<file path="config.mk">
export PLATFORM = sky130hd
export DESIGN_NAME = drm_bist
export DESIGN_NICKNAME = d
export VERILOG_FILES = /design/src/rtl/drm_bist_pkg.sv /design/src/rtl/drm_bist_pat.sv /design/src/rtl/drm_bist.sv
export SDC_FILE = /design/constraint.sdc
export NUM_CORES = 1
export LEC_CHECK = 0
export ABC_CLOCK_PERIOD_IN_PS = 3600
export BUFFER_PORTS_ARGS = -buffer_cell sky130_fd_sc_hd__buf_2
export CAP_MARGIN = 20
export CORE_MARGIN = 1.5
export CORE_UTILIZATION = 42
export DETAILED_ROUTE_END_ITERATION = 8
export GPL_ROUTABILITY_DRIVEN = 1
export PLACE_DENSITY_LB_ADDON = 0.3
export SETUP_SLACK_MARGIN = 0.1
export SLEW_MARGIN = 30
export SYNTH_ARGS = -nofsm -noshare
export SYNTH_HDL_FRONTEND = slang
export SYNTH_SLANG_ARGS = --single-unit
</file>
<file path="constraint.sdc">
create_clock -name clk -period 3.6 [get_ports clk]
set_clock_uncertainty 0.15 [all_clocks]
set_input_delay 0.18 -clock clk [delete_from_list [all_inputs] [get_ports clk]]
set_output_delay 0.18 -clock clk [all_outputs]
set_load 0.02 [all_outputs]
</file>
<file path="src/rtl/drm_bist_pkg.sv">
// rtl/drm_bist_pkg.sv - shared state/mode types and pattern function for drm_bist
package drm_bist_pkg;

    // Widest RAM word supported; patterns are built at this width and truncated.
    localparam int PAT_MAX_W = 1152;

    typedef enum logic [2:0] {
        ST_IDLE  = 3'd0,
        ST_WRITE = 3'd1,
        ST_READ  = 3'd2,
        ST_DRAIN = 3'd3,
        ST_DONE  = 3'd4
    } state_e;

    typedef enum logic [1:0] {
        MODE_DEC  = 2'd0,
        MODE_ADDR = 2'd1,
        MODE_CHK  = 2'd2,
        MODE_ONES = 2'd3
    } mode_e;

    // Full-width pattern for address a; truncating to N bits gives the N-bit pattern
    // because every mode is LSB-aligned (~a mod 2**N == all-ones minus a mod 2**N).
    function automatic logic [PAT_MAX_W-1:0] pat_fn(input mode_e m, input logic [63:0] a);
        logic [PAT_MAX_W-1:0] ax;
        logic [PAT_MAX_W-1:0] chk;
        ax  = PAT_MAX_W'(a);
        chk = {(PAT_MAX_W/2){2'b01}};
        case (m)
            MODE_DEC:  pat_fn = ~ax;
            MODE_ADDR: pat_fn = ax;
            MODE_CHK:  pat_fn = a[0] ? ~chk : chk;
            default:   pat_fn = '1;
        endcase
    endfunction

endpackage

</file>
<file path="src/rtl/drm_bist_pat.sv">
// rtl/drm_bist_pat.sv - combinational test pattern generator
module drm_bist_pat
    import drm_bist_pkg::*;
#(
    parameter int ADDR_WIDTH = 6,
    parameter int DATA_WIDTH = 21
) (
    input  mode_e                 i_mode,
    input  logic [ADDR_WIDTH-1:0] i_addr,
    output logic [DATA_WIDTH-1:0] o_data
);

    // Pattern word for the given address in the selected mode.
    always_comb begin
        o_data = DATA_WIDTH'(pat_fn(i_mode, 64'(i_addr)));
    end

endmodule

</file>
<file path="src/rtl/drm_bist.sv">
// rtl/drm_bist.sv - write/read/compare memory BIST engine for an external RAM
module drm_bist
    import drm_bist_pkg::*;
#(
    parameter int ADDR_WIDTH    = 6,
    parameter int DATA_WIDTH    = 21,
    parameter int RD_LATENCY    = 1,
    parameter int ERR_CNT_WIDTH = 3
) (
    input  logic                     clk,
    input  logic                     rst_n,
    input  logic                     start,
    input  logic [1:0]               mode,
    output logic                     busy,
    output logic                     done,
    output logic                     pass,
    output logic [ERR_CNT_WIDTH-1:0] err_cnt,
    output logic [ADDR_WIDTH-1:0]    first_err_addr,
    output logic                     ram_wr_en,
    output logic [ADDR_WIDTH-1:0]    ram_wr_addr,
    output logic [DATA_WIDTH-1:0]    ram_wr_data,
    output logic                     ram_rd_en,
    output logic [ADDR_WIDTH-1:0]    ram_rd_addr,
    input  logic [DATA_WIDTH-1:0]    ram_rd_data
);

    localparam logic [ADDR_WIDTH-1:0]    LAST_ADDR  = '1;
    localparam logic [ERR_CNT_WIDTH-1:0] ERR_MAX    = '1;
    localparam logic [1:0]               DRAIN_LAST = 2'(RD_LATENCY);

    state_e                     r_state;
    state_e                     w_next;
    mode_e                      r_mode;
    logic [ADDR_WIDTH-1:0]      r_addr;
    logic [1:0]                 r_drain_cnt;
    logic [RD_LATENCY-1:0]      r_vld;
    logic [ADDR_WIDTH-1:0]      r_vaddr [RD_LATENCY];
    logic                       r_mis;
    logic [ADDR_WIDTH-1:0]      r_mis_addr;
    logic [ERR_CNT_WIDTH-1:0]   r_err_cnt;
    logic [ADDR_WIDTH-1:0]      r_first_addr;
    logic                       w_start_acc;
    logic                       w_in_write;
    logic                       w_in_read;
    logic [DATA_WIDTH-1:0]      w_wr_pat;
    logic [DATA_WIDTH-1:0]      w_exp_pat;

    assign w_start_acc = start && ((r_state == ST_IDLE) || (r_state == ST_DONE));
    assign w_in_write  = (r_state == ST_WRITE);
    assign w_in_read   = (r_state == ST_READ);

    assign busy           = w_in_write || w_in_read || (r_state == ST_DRAIN);
    assign done           = (r_state == ST_DONE);
    assign pass           = done && (r_err_cnt == '0);
    assign err_cnt        = r_err_cnt;
    assign first_err_addr = r_first_addr;
    assign ram_wr_en      = w_in_write;
    assign ram_rd_en      = w_in_read;
    assign ram_wr_addr    = r_addr;
    assign ram_rd_addr    = r_addr;
    assign ram_wr_data    = w_in_write ? w_wr_pat : '0;

    drm_bist_pat #(.ADDR_WIDTH(ADDR_WIDTH), .DATA_WIDTH(DATA_WIDTH)) u_pat_wr (
        .i_mode (r_mode),
        .i_addr (r_addr),
        .o_data (w_wr_pat)
    );

    drm_bist_pat #(.ADDR_WIDTH(ADDR_WIDTH), .DATA_WIDTH(DATA_WIDTH)) u_pat_exp (
        .i_mode (r_mode),
        .i_addr (r_vaddr[RD_LATENCY-1]),
        .o_data (w_exp_pat)
    );

    // State register.
    always_ff @(posedge clk) begin
        if (!rst_n) begin
            r_state <= ST_IDLE;
        end else begin
            r_state <= w_next;
        end
    end

    // Next-state: one full write sweep, one full read sweep, then wait out the read pipeline.
    always_comb begin
        w_next = r_state;
        case (r_state)
            ST_IDLE, ST_DONE: if (w_start_acc) w_next = ST_WRITE;
            ST_WRITE:         if (r_addr == LAST_ADDR) w_next = ST_READ;
            ST_READ:          if (r_addr == LAST_ADDR) w_next = ST_DRAIN;
            ST_DRAIN:         if (r_drain_cnt == DRAIN_LAST) w_next = ST_DONE;
            default:          w_next = ST_IDLE;
        endcase
    end

    // Shared sweep address (wraps to 0 between WRITE and READ), drain timer and mode capture.
    always_ff @(posedge clk) begin
        if (!rst_n) begin
            r_addr      <= '0;
            r_drain_cnt <= '0;
            r_mode      <= MODE_DEC;
        end else begin
            if (w_start_acc) begin
                r_addr      <= '0;
                r_drain_cnt <= '0;
                r_mode      <= mode_e'(mode);
            end else if (w_in_write || w_in_read) begin
                r_addr <= r_addr + 1'b1;
            end
            if (r_state == ST_DRAIN) begin
                r_drain_cnt <= r_drain_cnt + 1'b1;
            end
        end
    end

    // Read-valid/address pipeline aligning expected data with RAM read latency.
    always_ff @(posedge clk) begin
        if (!rst_n || w_start_acc) begin
            r_vld <= '0;
            for (int i = 0; i < RD_LATENCY; i++) begin
                r_vaddr[i] <= '0;
            end
        end else begin
            r_vld[0]   <= w_in_read;
            r_vaddr[0] <= r_addr;
            for (int i = 1; i < RD_LATENCY; i++) begin
                r_vld[i]   <= r_vld[i-1];
                r_vaddr[i] <= r_vaddr[i-1];
            end
        end
    end

    // Registered compare of returned data against the expected pattern.
    always_ff @(posedge clk) begin
        if (!rst_n || w_start_acc) begin
            r_mis      <= 1'b0;
            r_mis_addr <= '0;
        end else begin
            r_mis      <= r_vld[RD_LATENCY-1] && (ram_rd_data != w_exp_pat);
            r_mis_addr <= r_vaddr[RD_LATENCY-1];
        end
    end

    // Saturating error count; a zero count means no mismatch seen yet, so it gates first-address capture.
    always_ff @(posedge clk) begin
        if (!rst_n || w_start_acc) begin
            r_err_cnt    <= '0;
            r_first_addr <= '0;
        end else if (r_mis) begin
            if (r_err_cnt != ERR_MAX) begin
                r_err_cnt <= r_err_cnt + 1'b1;
            end
            if (r_err_cnt == '0) begin
                r_first_addr <= r_mis_addr;
            end
        end
    end

endmodule

</file>
---- Yosys cells after proc, flatten, opt, wreduce, memory -nomap -nowiden ----
Memory sizes are Yosys's and may differ from the RTL's.
Index checks and enable logic that the tools add are counted.
W data, S select, Z words.
storage, ports and cells
  memories kept ........................... 1
  output and inout port bits .............. 47
  bits of input ports ..................... 26
  memory bits (writable) .................. 6
  register bits ........................... 30
  word-level logic and storage cells ...... 65
cells by class
  muxes and demuxes ....................... 17
  bitwise logic cells ..................... 3
  equality and inequality tests ........... 14
  reduce and logical (&&, ||, !) cells .... 18
  $add $sub $neg .......................... 3
memory list
  name     words  bits a word  rd ports  clocked after Yosys merged registers in  wr ports  line            RTL
  r_vaddr  1      6            1         0                                        1         drm_bist.sv:37  logic [ADDR_WIDTH-1:0] r_vaddr [RD_LATENCY];
operator list
  operator               number
  $pmux W21 S3           2
  $mux W21               3
  $not A6 Y21            2
  $ne A21 B21 Y1         1
  $mux W3                4
  $pmux W3 S4            1
  $add A6 B1 Y6 const B  1
  $eq A3 B2 Y1 const B   2
  $eq A6 B6 Y1 const B   1
  $logic_not A3 Y1       2
  $mux W6                1
  $reduce_or A6 Y1       1
  $eq A2 B1 Y1 const B   2
  $logic_or A1 B1 Y1     4
  $mux W1                4
  $mux W2                2
  $ne A2 B1 Y1 const B   2
  $ne A2 B2 Y1 const B   2
  $reduce_and A2 Y1      2
  $reduce_and A4 Y1      1
  $reduce_or A2 Y1       2
  $add A3 B1 Y3 const B  1
  $eq A3 B1 Y1 const B   1
  $eq A3 B3 Y1 const B   1
  8 further kinds        10

---- Longest topological paths before layout ----
  depth after elaboration ................. 7
  mapped depth ............................ 7
  gate-level depth less buffers ........... 6

---- Hierarchy ----
From an unflattened synthesis, not the netlist that was laid out.
second synthesis, totals
  cells, all modules ...................... 269
  area, all modules ....................... 2329.7 um2
by module, submodules not included
  module        instances  sequential area each (um2)  area each (um2)  cells an instance
  drm_bist      1          720.7                       1841.8           205
  drm_bist_pat  2          0.0                         244.0            32

---- Worst setup path before layout ----
Ideal clock, no wire load.
  path kind ............................... reg-to-output
  start point ............................. register r_state[2]
  end point ............................... output port ram_wr_data[10]
  data required time ...................... 3.270 ns
  slack ................................... 1.133 ns
  cell stages (with the launch flop) ...... 6
  arrival ................................. 2.137 ns
  buffers on the path ..................... 2
  path through ............................ dfxtp_1 -> clkbuf_1 -> nor3b_1 -> nand2_1 -> nor2_1 -> buf_4
between the ends
  word-level cells in the longest chain between the ends .. 2
ends and longest elaborated chain
  what                      line            RTL
  start: declaration        drm_bist.sv:31  state_e r_state;
  start signal: assignment  drm_bist.sv:80  r_state <= w_next;
  $eq A3 B1 Y1              drm_bist.sv:49  assign w_in_write = (r_state == ST_WRITE);
  net ram_wr_en             drm_bist.sv:19  output logic ram_wr_en,
  $mux W21                  drm_bist.sv:61  assign ram_wr_data = w_in_write ? w_wr_pat : '0;
  end: declaration          drm_bist.sv:21  output logic [DATA_WIDTH-1:0] ram_wr_data,
The timed path passes the listed nets, and every way through them passes these cells.

---- Worst setup path in the final report ----
  start point ............................. register r_mode[0]
  end point ............................... output port ram_wr_data[6]
between the ends
  word-level cells in the longest chain between the ends .. 3
  elaborated cells on any way between the ends .. 5
  classes of those cells .................. 2 x eq/ne; 2 x mux; 1 x reduce/logical
ends and longest elaborated chain
  what                                  line                RTL
  start: declaration                    drm_bist.sv:33      mode_e r_mode;
  start signal: assignment              drm_bist.sv:106     r_mode <= mode_e'(mode);
  $eq A2 B2 Y1 (tied with other cells)  drm_bist_pkg.sv:29  case (m)
  $pmux W21 S3 (*)                      drm_bist_pkg.sv:29
  $mux W21 (*)                          drm_bist.sv:61
Mark *: on every way between the ends. The rest lies on a longest branch, timed or not.

==> results <==
- The total half-perimeter wirelength after legalization and detailed placement is 3080 um.
- For this run, the post-layout net count is 308.
- The clock insertion delay at the later pin of the skew report is 0.29 ns.
- The number of buffers inserted by post-CTS setup repair is 0.
- The clock tree synthesis step divided the H-tree into 2 levels.
- STA classifies the critical path endpoint as a primary output.
- In this run the clock root is driven by a sky130_fd_sc_hd__clkbuf_8.
- The CTS sink count is 36.
- In this run the static leakage power is 1.14 nW.
- Synthesis produced between 200 and 250 cells.
- Counting flops with an async set or reset pin after synthesis yields a share of 0%.
- Headroom to the max-slew limit came out at ~43%.
- The die is between 70 and 80 um tall.
- The worst voltage drop across the vdd grid is 0.000167 V.
- The worst hold path was traced through 3 stages.
- Timing would allow up to about 430 MHz.
- The initial antenna violation count was 0.
- Dividing the detail-routed wire length by the instance count gives around 13 um.
- The cell type with the highest aggregate area in the netlist is sky130_fd_sc_hd__dfxtp_1.
- The worst-margin pin slew is about 0.85 ns.
- The number of register bits inferred by synthesis is 36.
- The total number of vias is 1687.
- In this run the register-to-register setup slack is 1.32 ns.
- In the routed design, unresolved DRC markers number 5.
- The area of the die is around 5100 sq um.
- Dividing the synthesized area by the synthesized cell count gives 8.74 sq um.
- The number of max-cap violations is 0.
- The routed design could run at a clock period as short as ~2.3 ns.
- The startpoint of the lowest-slack hold path is mode[1].
- Dividing the detail-routed via count by the number of cells gives 5.11.
- The power per unit of standard cell area is between 300 and 400 nW/um^2.
- The run finished, with violations left.
- Wires add up to about 4200 um.
- After routing, the total negative slack on setup checks comes to 0 ns.
- The number of global-route vias before repair was approximately 1500.
- Setup violations remaining at the end of the flow were counted as 0.
- The total overflow left after global routing is 0.
- The TritonCTS clock tree is yes.
- Input and output buffers added on the ports amount to 72.
- The hold buffer count at cts is 0.
- The number of DRC violations after detailed-routing iteration 0 is 71.
- For hold timing, the worst endpoint is r_mode[1].
- Setup repair after global routing left no endpoint under its margin.
- Of the post-synthesis cell area, the dominant cell type holds 36.3%.
- The predominant post-synthesis flop cell is sky130_fd_sc_hd__dfxtp_1.
- The type of the setup path with the least slack is reg -> out.
- The first detailed-routing pass ran for 6 iterations.
- Counting distinct cell types in the post-synthesis netlist gives just over 40.
- The max-slew violation count came to 0.
- The weighted congestion reported at the end of routability-driven placement is ~0.76.
- The number of nets handed over by synthesis was around 260.
- For the worst setup path, the data required time is ~3.3 ns.
- The worst setup path is launched from a flip-flop.
- In the final layout, the share of cells above drive strength 1 is roughly 29%.
- The die is a little over 70 um wide.
- In this run the standard cell core region covers roughly 4400 sq um.
- The final reports fail on DRC.
- The number of resized instances in the post-cts repair step is 0.
- The synthesized netlist occupies a cell area of between 1500 and 2000 sq um.
- The final design utilization is roughly 52%.
- The worst register-to-register path ends at r_mis.
- Clock-pin slew was measured on the worst setup and hold paths at approximately 0.070 ns.
- The hold violation count in the final report is 0.
- The remaining number of nets flagged by the antenna check after routing is 0.
- Entering global routing, the biggest net connects 24 pins.
- The arrival time at the worst endpoint is about 2.0 ns.
- Sequential elements use between 30% and 40% of the synthesized area.
- The post-synthesis to final-layout area growth is 16.1%.
- The fraction of the cycle the final worst path needs is between 60% and 70%.
- The global-route wire length before repair is ~6900 um.
- The classification of the worst-slack hold path is in -> reg.
- The number of synthesized flops with an enable pin is 0.
- The repair_antennas step left the layout with diodes totalling 0.
- The floorplan has 24 rows.
- Ranked by total cell area, the synthesized netlist is headed by sky130_fd_sc_hd__dfxtp_1, sky130_fd_sc_hd__buf_4, sky130_fd_sc_hd__xnor2_1.
- For the worst flop-to-flop path, the logic depth is 5.
- The peak fanout along the critical path is 23.
- During synthesis, Yosys emitted a total of 0 warnings.
- The boundary pin count is 73.
- The overall routing resource usage is approximately 17%.
- The start of the worst register-to-register path is r_mode[0].
- The maximum count of clock buffers along a single path is 2.
- The starting density of the core is between 40 and 50%.
- The total clock buffers created by CTS is 5.
critical path, cell delays in order, from the launching register on:
cell	delay (ns)
sky130_fd_sc_hd__dfxtp_1	0.88
sky130_fd_sc_hd__nand3b_1	0.19
sky130_fd_sc_hd__nand2_1	0.09
sky130_fd_sc_hd__nor2_1	0.29
sky130_fd_sc_hd__buf_2	0.23
worst max path at each step:
stage | from | endpoint | depth (start not counted)
global route | r_mode[0] | ram_wr_data[18] | 4
floorplan | r_state[2] | ram_wr_data[10] | 5
finish | r_mode[0] | ram_wr_data[6] | 4
global placement | r_mode[0] | r_mis | 5
detailed placement | r_mode[0] | r_mis | 5
CTS | r_mode[0] | ram_wr_data[14] | 4
stage by stage:
stage	instances	total power [mW]	area [sq um]	hold slack [ns]	setup WS (ns)
after global placement	322	0.568	2210	0.291	1.38
after detailed placement	322	0.570	2210	0.299	1.33
after global routing	330	0.894	2300	0.0526	1.05
after floorplan	227	0.539	1980	0.186	1.13
final	330	0.853	2300	0.0306	1.30
after CTS	330	0.864	2300	0.0205	1.26
layout make-up:
cell class / count / area [sq um]
Clock inverter: 2 / 10.0
Sequential cell: 36 / 721
Timing Repair Buffer: 72 / 360
Fill cell: 462 / 2140
Inverter: 6 / 22.5
Multi-Input combinational cell: 156 / 1040
Clock buffer: 6 / 82.6
Tap cell: 52 / 65.1
layer usage:
metal,global-route usage (%),vias up,part of all wire [%]
li1,-,874,-
met4,5.66,0,1.5
met1,22.7,753,47
met2,26.0,53,46
met5,0,-,0
met3,4.50,7,5.9
power breakdown:
group,switching [mW],internal [mW],leakage [nW]
Combinational,0.0888,0.0559,0.794
Sequential,0.0136,0.402,0.291
Clock,0.140,0.153,0.0510
Total,0.243,0.611,1.14
Yosys cell counts, types with 4 or more instances:
library cell,count
sky130_fd_sc_hd__a21boi_0,7
sky130_fd_sc_hd__a21oi_1,7
sky130_fd_sc_hd__and3_1,13
sky130_fd_sc_hd__buf_4,19
sky130_fd_sc_hd__clkbuf_1,5
sky130_fd_sc_hd__dfxtp_1,36
sky130_fd_sc_hd__ha_1,5
sky130_fd_sc_hd__inv_1,6
sky130_fd_sc_hd__mux2i_1,8
sky130_fd_sc_hd__nand2_1,12
sky130_fd_sc_hd__nand3_1,6
sky130_fd_sc_hd__nor2_1,22
sky130_fd_sc_hd__nor3b_1,4
sky130_fd_sc_hd__nor4_1,5
sky130_fd_sc_hd__o21ai_0,7
sky130_fd_sc_hd__xnor2_1,15
sky130_fd_sc_hd__xor2_1,7
kinds of logic after synthesis:
logic type	synth area share, %
adders and majority gates	3.15
AOI/OAI and AO/OA	11.2
buffers and inverters	11.2
and+or+nand+nor	24.4
xor gates and xnor gates	9.71
muxes	4.04
DFF	36.3
sequential cells by signal, summed over array words and instances, names as in the netlist:
register	cells
err_cnt	3
first_err_addr	6
r_drain_cnt	2
r_mis	1
r_mis_addr	6
r_mode	2
r_state	3
r_vaddr	6
r_vld	1
ram_rd_addr	6
placed cells by master (no fill, tap or decap), types with 2 or more instances in the layout:
cell type | Yosys | layout
sky130_fd_sc_hd__a211oi_1 | 3 | 3
sky130_fd_sc_hd__a21boi_0 | 7 | 7
sky130_fd_sc_hd__a21oi_1 | 7 | 7
sky130_fd_sc_hd__a311o_1 | 3 | 3
sky130_fd_sc_hd__and2_1 | 3 | 3
sky130_fd_sc_hd__and3_1 | 13 | 13
sky130_fd_sc_hd__buf_2 | 3 | 72
sky130_fd_sc_hd__clkbuf_8 | 0 | 6
sky130_fd_sc_hd__clkinv_2 | 0 | 2
sky130_fd_sc_hd__dfxtp_1 | 36 | 36
sky130_fd_sc_hd__ha_1 | 5 | 5
sky130_fd_sc_hd__inv_1 | 6 | 6
sky130_fd_sc_hd__mux2i_1 | 8 | 8
sky130_fd_sc_hd__nand2_1 | 12 | 12
sky130_fd_sc_hd__nand2b_1 | 3 | 3
sky130_fd_sc_hd__nand3_1 | 6 | 6
sky130_fd_sc_hd__nand3b_1 | 3 | 3
sky130_fd_sc_hd__nand4_1 | 3 | 3
sky130_fd_sc_hd__nor2_1 | 22 | 22
sky130_fd_sc_hd__nor2b_1 | 2 | 2
sky130_fd_sc_hd__nor3_1 | 2 | 2
sky130_fd_sc_hd__nor3b_1 | 4 | 4
sky130_fd_sc_hd__nor4_1 | 5 | 5
sky130_fd_sc_hd__nor4bb_1 | 2 | 2
sky130_fd_sc_hd__o21ai_0 | 7 | 7
sky130_fd_sc_hd__o21ai_1 | 2 | 2
sky130_fd_sc_hd__xnor2_1 | 15 | 15
sky130_fd_sc_hd__xor2_1 | 7 | 7
Note: power is estimated with default switching activity, not from simulation.
